**src/rtl/gate_exerciser.sv**
```systemverilog
// gate_exerciser: drives all four a/b vectors into a 2-input gate, samples c after a settle
// time and reports a per-vector mismatch mask against a latched truth table.
module gate_exerciser #(
    parameter int SETTLE_CYCLES = 2,
    parameter int CNT_W = 4
) (
    input  logic       clk,
    input  logic       rst_n,
    input  logic       start,
    input  logic [3:0] truth,
    input  logic       c,
    output logic       a,
    output logic       b,
    output logic [1:0] vec_idx,
    output logic       busy,
    output logic       done,
    output logic       pass,
    output logic [3:0] fail_mask
);
    localparam logic [1:0] IDLE = 2'd0, SETTLE = 2'd1, SAMPLE = 2'd2;
    localparam logic [CNT_W-1:0] LAST = CNT_W'(SETTLE_CYCLES - 1);
    logic [1:0] state;
    logic [CNT_W-1:0] cnt;
    logic [3:0] truth_q;
    logic [3:0] mask_next;
    // a/b are the registered vector index itself, so they change only on clock edges
    assign {a, b} = vec_idx;
    assign mask_next = fail_mask | (4'(c != truth_q[vec_idx]) << vec_idx);
    always_ff @(posedge clk or negedge rst_n) begin
        if (!rst_n) begin
            state     <= IDLE;
            cnt       <= '0;
            truth_q   <= '0;
            vec_idx   <= '0;
            busy      <= 1'b0;
            done      <= 1'b0;
            pass      <= 1'b0;
            fail_mask <= '0;
        end else begin
            done <= 1'b0;
            case (state)
                IDLE: if (start) begin
                    truth_q   <= truth;
                    fail_mask <= '0;
                    pass      <= 1'b0;
                    vec_idx   <= '0;
                    busy      <= 1'b1;
                    cnt       <= '0;
                    state     <= SETTLE;
                end
                SETTLE: begin
                    cnt <= cnt + CNT_W'(1);
                    if (cnt == LAST) state <= SAMPLE;
                end
                SAMPLE: begin
                    fail_mask <= mask_next;
                    if (vec_idx != 2'd3) begin
                        vec_idx <= vec_idx + 2'd1;
                        cnt     <= '0;
                        state   <= SETTLE;
                    end else begin
                        state   <= IDLE;
                        busy    <= 1'b0;
                        done    <= 1'b1;
                        pass    <= (mask_next == 4'd0);
                        vec_idx <= '0;
                    end
                end
                default: state <= IDLE;
            endcase
        end
    end
endmodule
```
**config.mk**
```make
export PLATFORM = sky130hd
export DESIGN_NAME = gate_exerciser
export DESIGN_NICKNAME = d
export VERILOG_FILES = /design/src/rtl/gate_exerciser.sv
export SDC_FILE = /design/constraint.sdc
export NUM_CORES = 1
export LEC_CHECK = 0
export ABC_AREA = 1
export BUFFER_PORTS_ARGS = -buffer_cell sky130_fd_sc_hd__buf_2
export CORE_MARGIN = 4
export CORE_UTILIZATION = 55
export DETAILED_ROUTE_END_ITERATION = 10
export PLACE_DENSITY = 0.87
export SLEW_MARGIN = 15
export SYNTH_ARGS = -nofsm -noshare
export SYNTH_HDL_FRONTEND = slang
export SYNTH_SLANG_ARGS = --single-unit
```
**constraint.sdc**
```tcl
create_clock -name clk -period 3.6 [get_ports clk]
set_input_delay 0.72 -clock clk [delete_from_list [all_inputs] [get_ports clk]]
set_output_delay 0.72 -clock clk [all_outputs]
set_load 0.05 [all_outputs]
```
======== Word level (Yosys, flattened, before mapping) ========
Index checks and enable logic that the tools add are counted.
storage, ports and cells
  logic and storage cells ................. 52
  output and inout bits ................... 11
  register bits ........................... 19
cells by class
  bitwise operators ....................... 1
  shifts and indexed selects .............. 1
  equal/unequal tests ..................... 9
  reductions and logical operators ........ 9
  muxes and demuxes ....................... 21
  $add $sub $neg .......................... 2
  order comparisons ....................... 1
operator list
  cell                 count
  $pmux 4 s3           1
  $ne 2x2->1 const B   5
  $mux 1               8
  $mux 2               4
  $mux 4               2
  $pmux 4 s2           1
  $pmux 2 s3           1
  $reduce_and 2->1     3
  $reduce_and 3->1     2
  $add 4x1->4 const B  1
  $eq 4x1->1 const B   1
  $logic_not 4->1      1
  $or 4x4->4           1
  $pmux 1 s2           2
  $pmux 2 s2           1
  $shl 1x2->4          1
  $lt 2x3->1 const B   1
  $reduce_bool 3->1    1
  $add 2x1->2 const B  1
  $bmux 1 s2           1
  $eq 2x1->1 const B   1
  $eq 2x2->1 const B   1
  $logic_not 2->1      1
  $reduce_bool 2->1    1
  $ne 1x1->1           1

======== Logic depth before layout (Yosys ltp) ========
  depth after elaboration ................. 8
  depth in mapped cells ................... 11

======== Least setup slack after synthesis ========
No wires, ideal clock.
  path type ............................... reg-to-output
  start ................................... register vec_idx[0]
  end ..................................... output vec_idx[0]
  required time ........................... 2880 ps
  cell stages (with the launch flop) ...... 2
  path buffers ............................ 1
  arrival time ............................ 1011 ps
  slack ................................... 1869 ps
  cells stage by stage .................... dfrtp_1 buf_4
RTL lines
  element                 line  source
  start, declared         14    output logic [1:0] vec_idx,
  start signal, assigned  58    vec_idx <= vec_idx + 2'd1;
No word-level cell between the ends.

======== Worst setup path in the final report ========
  start ................................... register vec_idx[0]
  end ..................................... output b
RTL lines
  element        line  source
  end, declared  13    output logic b,
No word-level cell between the ends.

==> flow_metrics.py <==
metrics = {
    "floorplanning": {
        "die_h_um": 49.31,
        "io_pins": 19,
        "dieArea_um2": 2431,
        "die_w_um": 49.31,
        "coreArea_um2": 1559,
        "rows": 14,
        "initial_core_util_pct": 60.19,
    },
    "setup_path": {
        "max_stage_delay_ns": 0.50,
        "worstSetupStartpointType": "register",
        "crit_chain": "buf_2",
        "r2r_slack_ns": 1.99,
        "critPathLaunch": "vec_idx[0]",
        "critPathTopFamily": "flip-flops",
        "critPathBufInv": 1,
        "cp-endpoint": "b",
        "r2r_cells": 7,
        "worstSetupEndpointType": "output port",
        "cp_slowest_cell": "dfrtp_1",
        "critPathMaxFanout": 8,
        "regToRegEndpoint": "cnt[3]",
        "rr_startpoint": "vec_idx[0]",
        "worst-path-stages": 1,
        "cp.required_ns": 2.88,
        "crit_type": "register to output port",
        "critPathArrivalTime_ns": 1.12,
    },
    "final_layout": {
        "drive_gt1_share_pct": 29.37,
        "syn2layout_area_growth_pct": 12.93,
        "multi_input_area_um2": 372.9,
        "mostFrequentLayoutCell": "nand2_1",
        "final_cell_mix": "23 x nand2_1, 19 x dfrtp_1, 18 x buf_2",
        "fill_cells": 138,
        "regArea_um2": 475.5,
        "diodes": 0,
        "fin_nets": 138,
    },
    "route": {
        "postRouteAntennaNets": 0,
        "drc": 0,
        "drt_wl_total_um": 1602,
        "drtIter0Drc": 8,
        "drt-vias-per-instance": 5.141,
        "vias": 730,
        "dr.pass1.iters": 4,
        "wire_per_inst_um": 11.28,
    },
    "timing": {
        "clock_skew_ns": 0.004799,
        "timing_hold_violations_final": 0,
        "fmaxAchievable_ghz": 0.5437,
        "drv_slew": 0,
        "worst_pin_slew_ns": 0.4039,
        "fin_setup_tns_ns": 0,
        "fin_crit_sh_pct": 51.09,
        "setup_viol": 0,
        "slew_headroom_pct": 73.07,
        "rsz0062_at_grt": "no",
        "fin_crit_ns": 1.839,
    },
    "yosys": {
        "syn_avg_cell_area_um2": 8.853,
        "synth_fp_nets": 117,
        "synth_top_cell_by_area": "dfrtp_1",
        "synth_seq_area_share_pct": 50.67,
        "netlist.area_leader.share_pct": 50.67,
        "synth_area_um2": 938.4,
        "ys_types": 18,
        "ys_ff_latch": 19,
        "synthCells": 106,
        "yosys_warnings": 0,
        "synth_area_leaders": "dfrtp_1 51%, nand2_1 9.2%, inv_1 6.4%",
    },
    "global_routing": {
        "globalRouteOverflowTotal": 0,
        "grt_pass1_vias": 719,
        "antenna_found_initial": 0,
        "track_usage_pct": 14.96,
        "grt_pass1_wl_um": 2891,
        "grt_max_degree": 20,
    },
    "clock_tree": {
        "cts_setup_buffers": 0,
        "cts.sinks": 19,
        "cts-buffers-inserted": 3,
        "clk_pin_slew_worst_paths_ns": 0.11,
        "cts.htree.levels": 1,
        "cts_tree": "built",
        "cts_hold_buf": 0,
        "post_cts_resized": 0,
        "clockBufferDepth": 2,
        "cts_root_buffer": "clkbuf_4",
        "clk_latency_ns": 0.29,
    },
    "placement": {
        "hpwl_um": 1274,
        "place_congestion": 0.8145,
        "numPortBuffers": 18,
    },
    "power": {
        "finalPower_uw": 981.2,
        "peakVddDrop_v": 0.0004205,
        "p_leak_uw": 0.0005752,
        "p_per_area_nw_per_um2": 925.9,
    },
    "flow_run": {
        "maxCapViolations": 0,
    },
    "run_status": {
        "outcome": "finished clean",
    },
    "worst_hold_path": {
        "hold_class": "input port to asynchronous set/reset pin",
    },
}
==> synth_stat cells, drive strengths merged <==
cell / number
a21oi: 3
nand2: 24
ha: 3
mux2: 4
dfrtp: 19
nand3: 12
nor2: 8
xnor2: 1
o22ai: 3
o21ai: 7
buf: 2
inv: 20
==> cell type report <==
type                    instances  area share [%]
flip-flops and latches         19           44.86
clock buffers                   4           2.479
well taps                      16           1.889
inverters                      20           7.084
repair buffers                 18           8.501
multi-input cells              65           35.18
==> worst min path at each step <==
| stage | from | end | slack [ns] | depth (start not counted) |
|---|---|---|---|---|
| floorplan | rst_n | busy | 0.42 | 0 |
| global placement | busy | busy | 0.46 | 2 |
| detailed placement | busy | busy | 0.47 | 2 |
| CTS | rst_n | state[0] | 0.35 | 1 |
| global route | rst_n | fail_mask[1] | 0.37 | 1 |
| finish | rst_n | fail_mask[0] | 0.34 | 1 |
==> state kept, by name, summed over array words and instances, names as in the netlist <==
name       count
busy           1
cnt            4
done           1
fail_mask      4
pass           1
state          2
truth_q        4
vec_idx        2
==> report_power, final <==
| group | internal [uW] | switching [uW] | total, uW |
|---|---|---|---|
| clock | 43.1 | 63.3 | 106 |
| combinational | 164 | 349 | 513 |
| sequential | 293 | 69.2 | 362 |
==> per-stage QoR <==
stage / instances / area (um^2) / utilization, % / setup slack (ns) / hold slack (ns)
4_1_cts: 142 / 1060 / 67.98 / 1.772 / 0.3546
5_1_grt: 142 / 1060 / 67.98 / 1.691 / 0.3650
6_report: 142 / 1060 / 67.98 / 1.761 / 0.3381
2_1_floorplan: 106 / 938.4 / - / 1.869 / 0.4244
3_3_place_gp: 138 / 1033 / 66.29 / 2.070 / 0.4589
3_5_place_dp: 138 / 1033 / 66.29 / 1.980 / 0.4684
==> cells by family after synthesis <==
| logic type | count (synthesis) | share of synthesized area (%) |
|---|---|---|
| and+or+nand+nor | 44 | 22.67 |
| buffers and inverters | 22 | 9.599 |
| DFF | 19 | 50.67 |
| AOI/OAI and AO/OA | 13 | 7.333 |
| muxes | 4 | 4.800 |
| adders and majority gates | 3 | 4.000 |
| xor gates and xnor gates | 1 | 0.9335 |
==> per-layer routing <==
| metal | track usage (%) | up-vias | wire [um] |
|---|---|---|---|
| li1 | - | 375 | - |
| met1 | 17.83 | 337 | 718 |
| met2 | 25.45 | 18 | 791 |
| met3 | 4.893 | 0 | 93 |
| met4 | 4.265 | 0 | 0 |
| met5 | 0 | - | 0 |
Note: power is estimated with default switching activity, not from simulation.
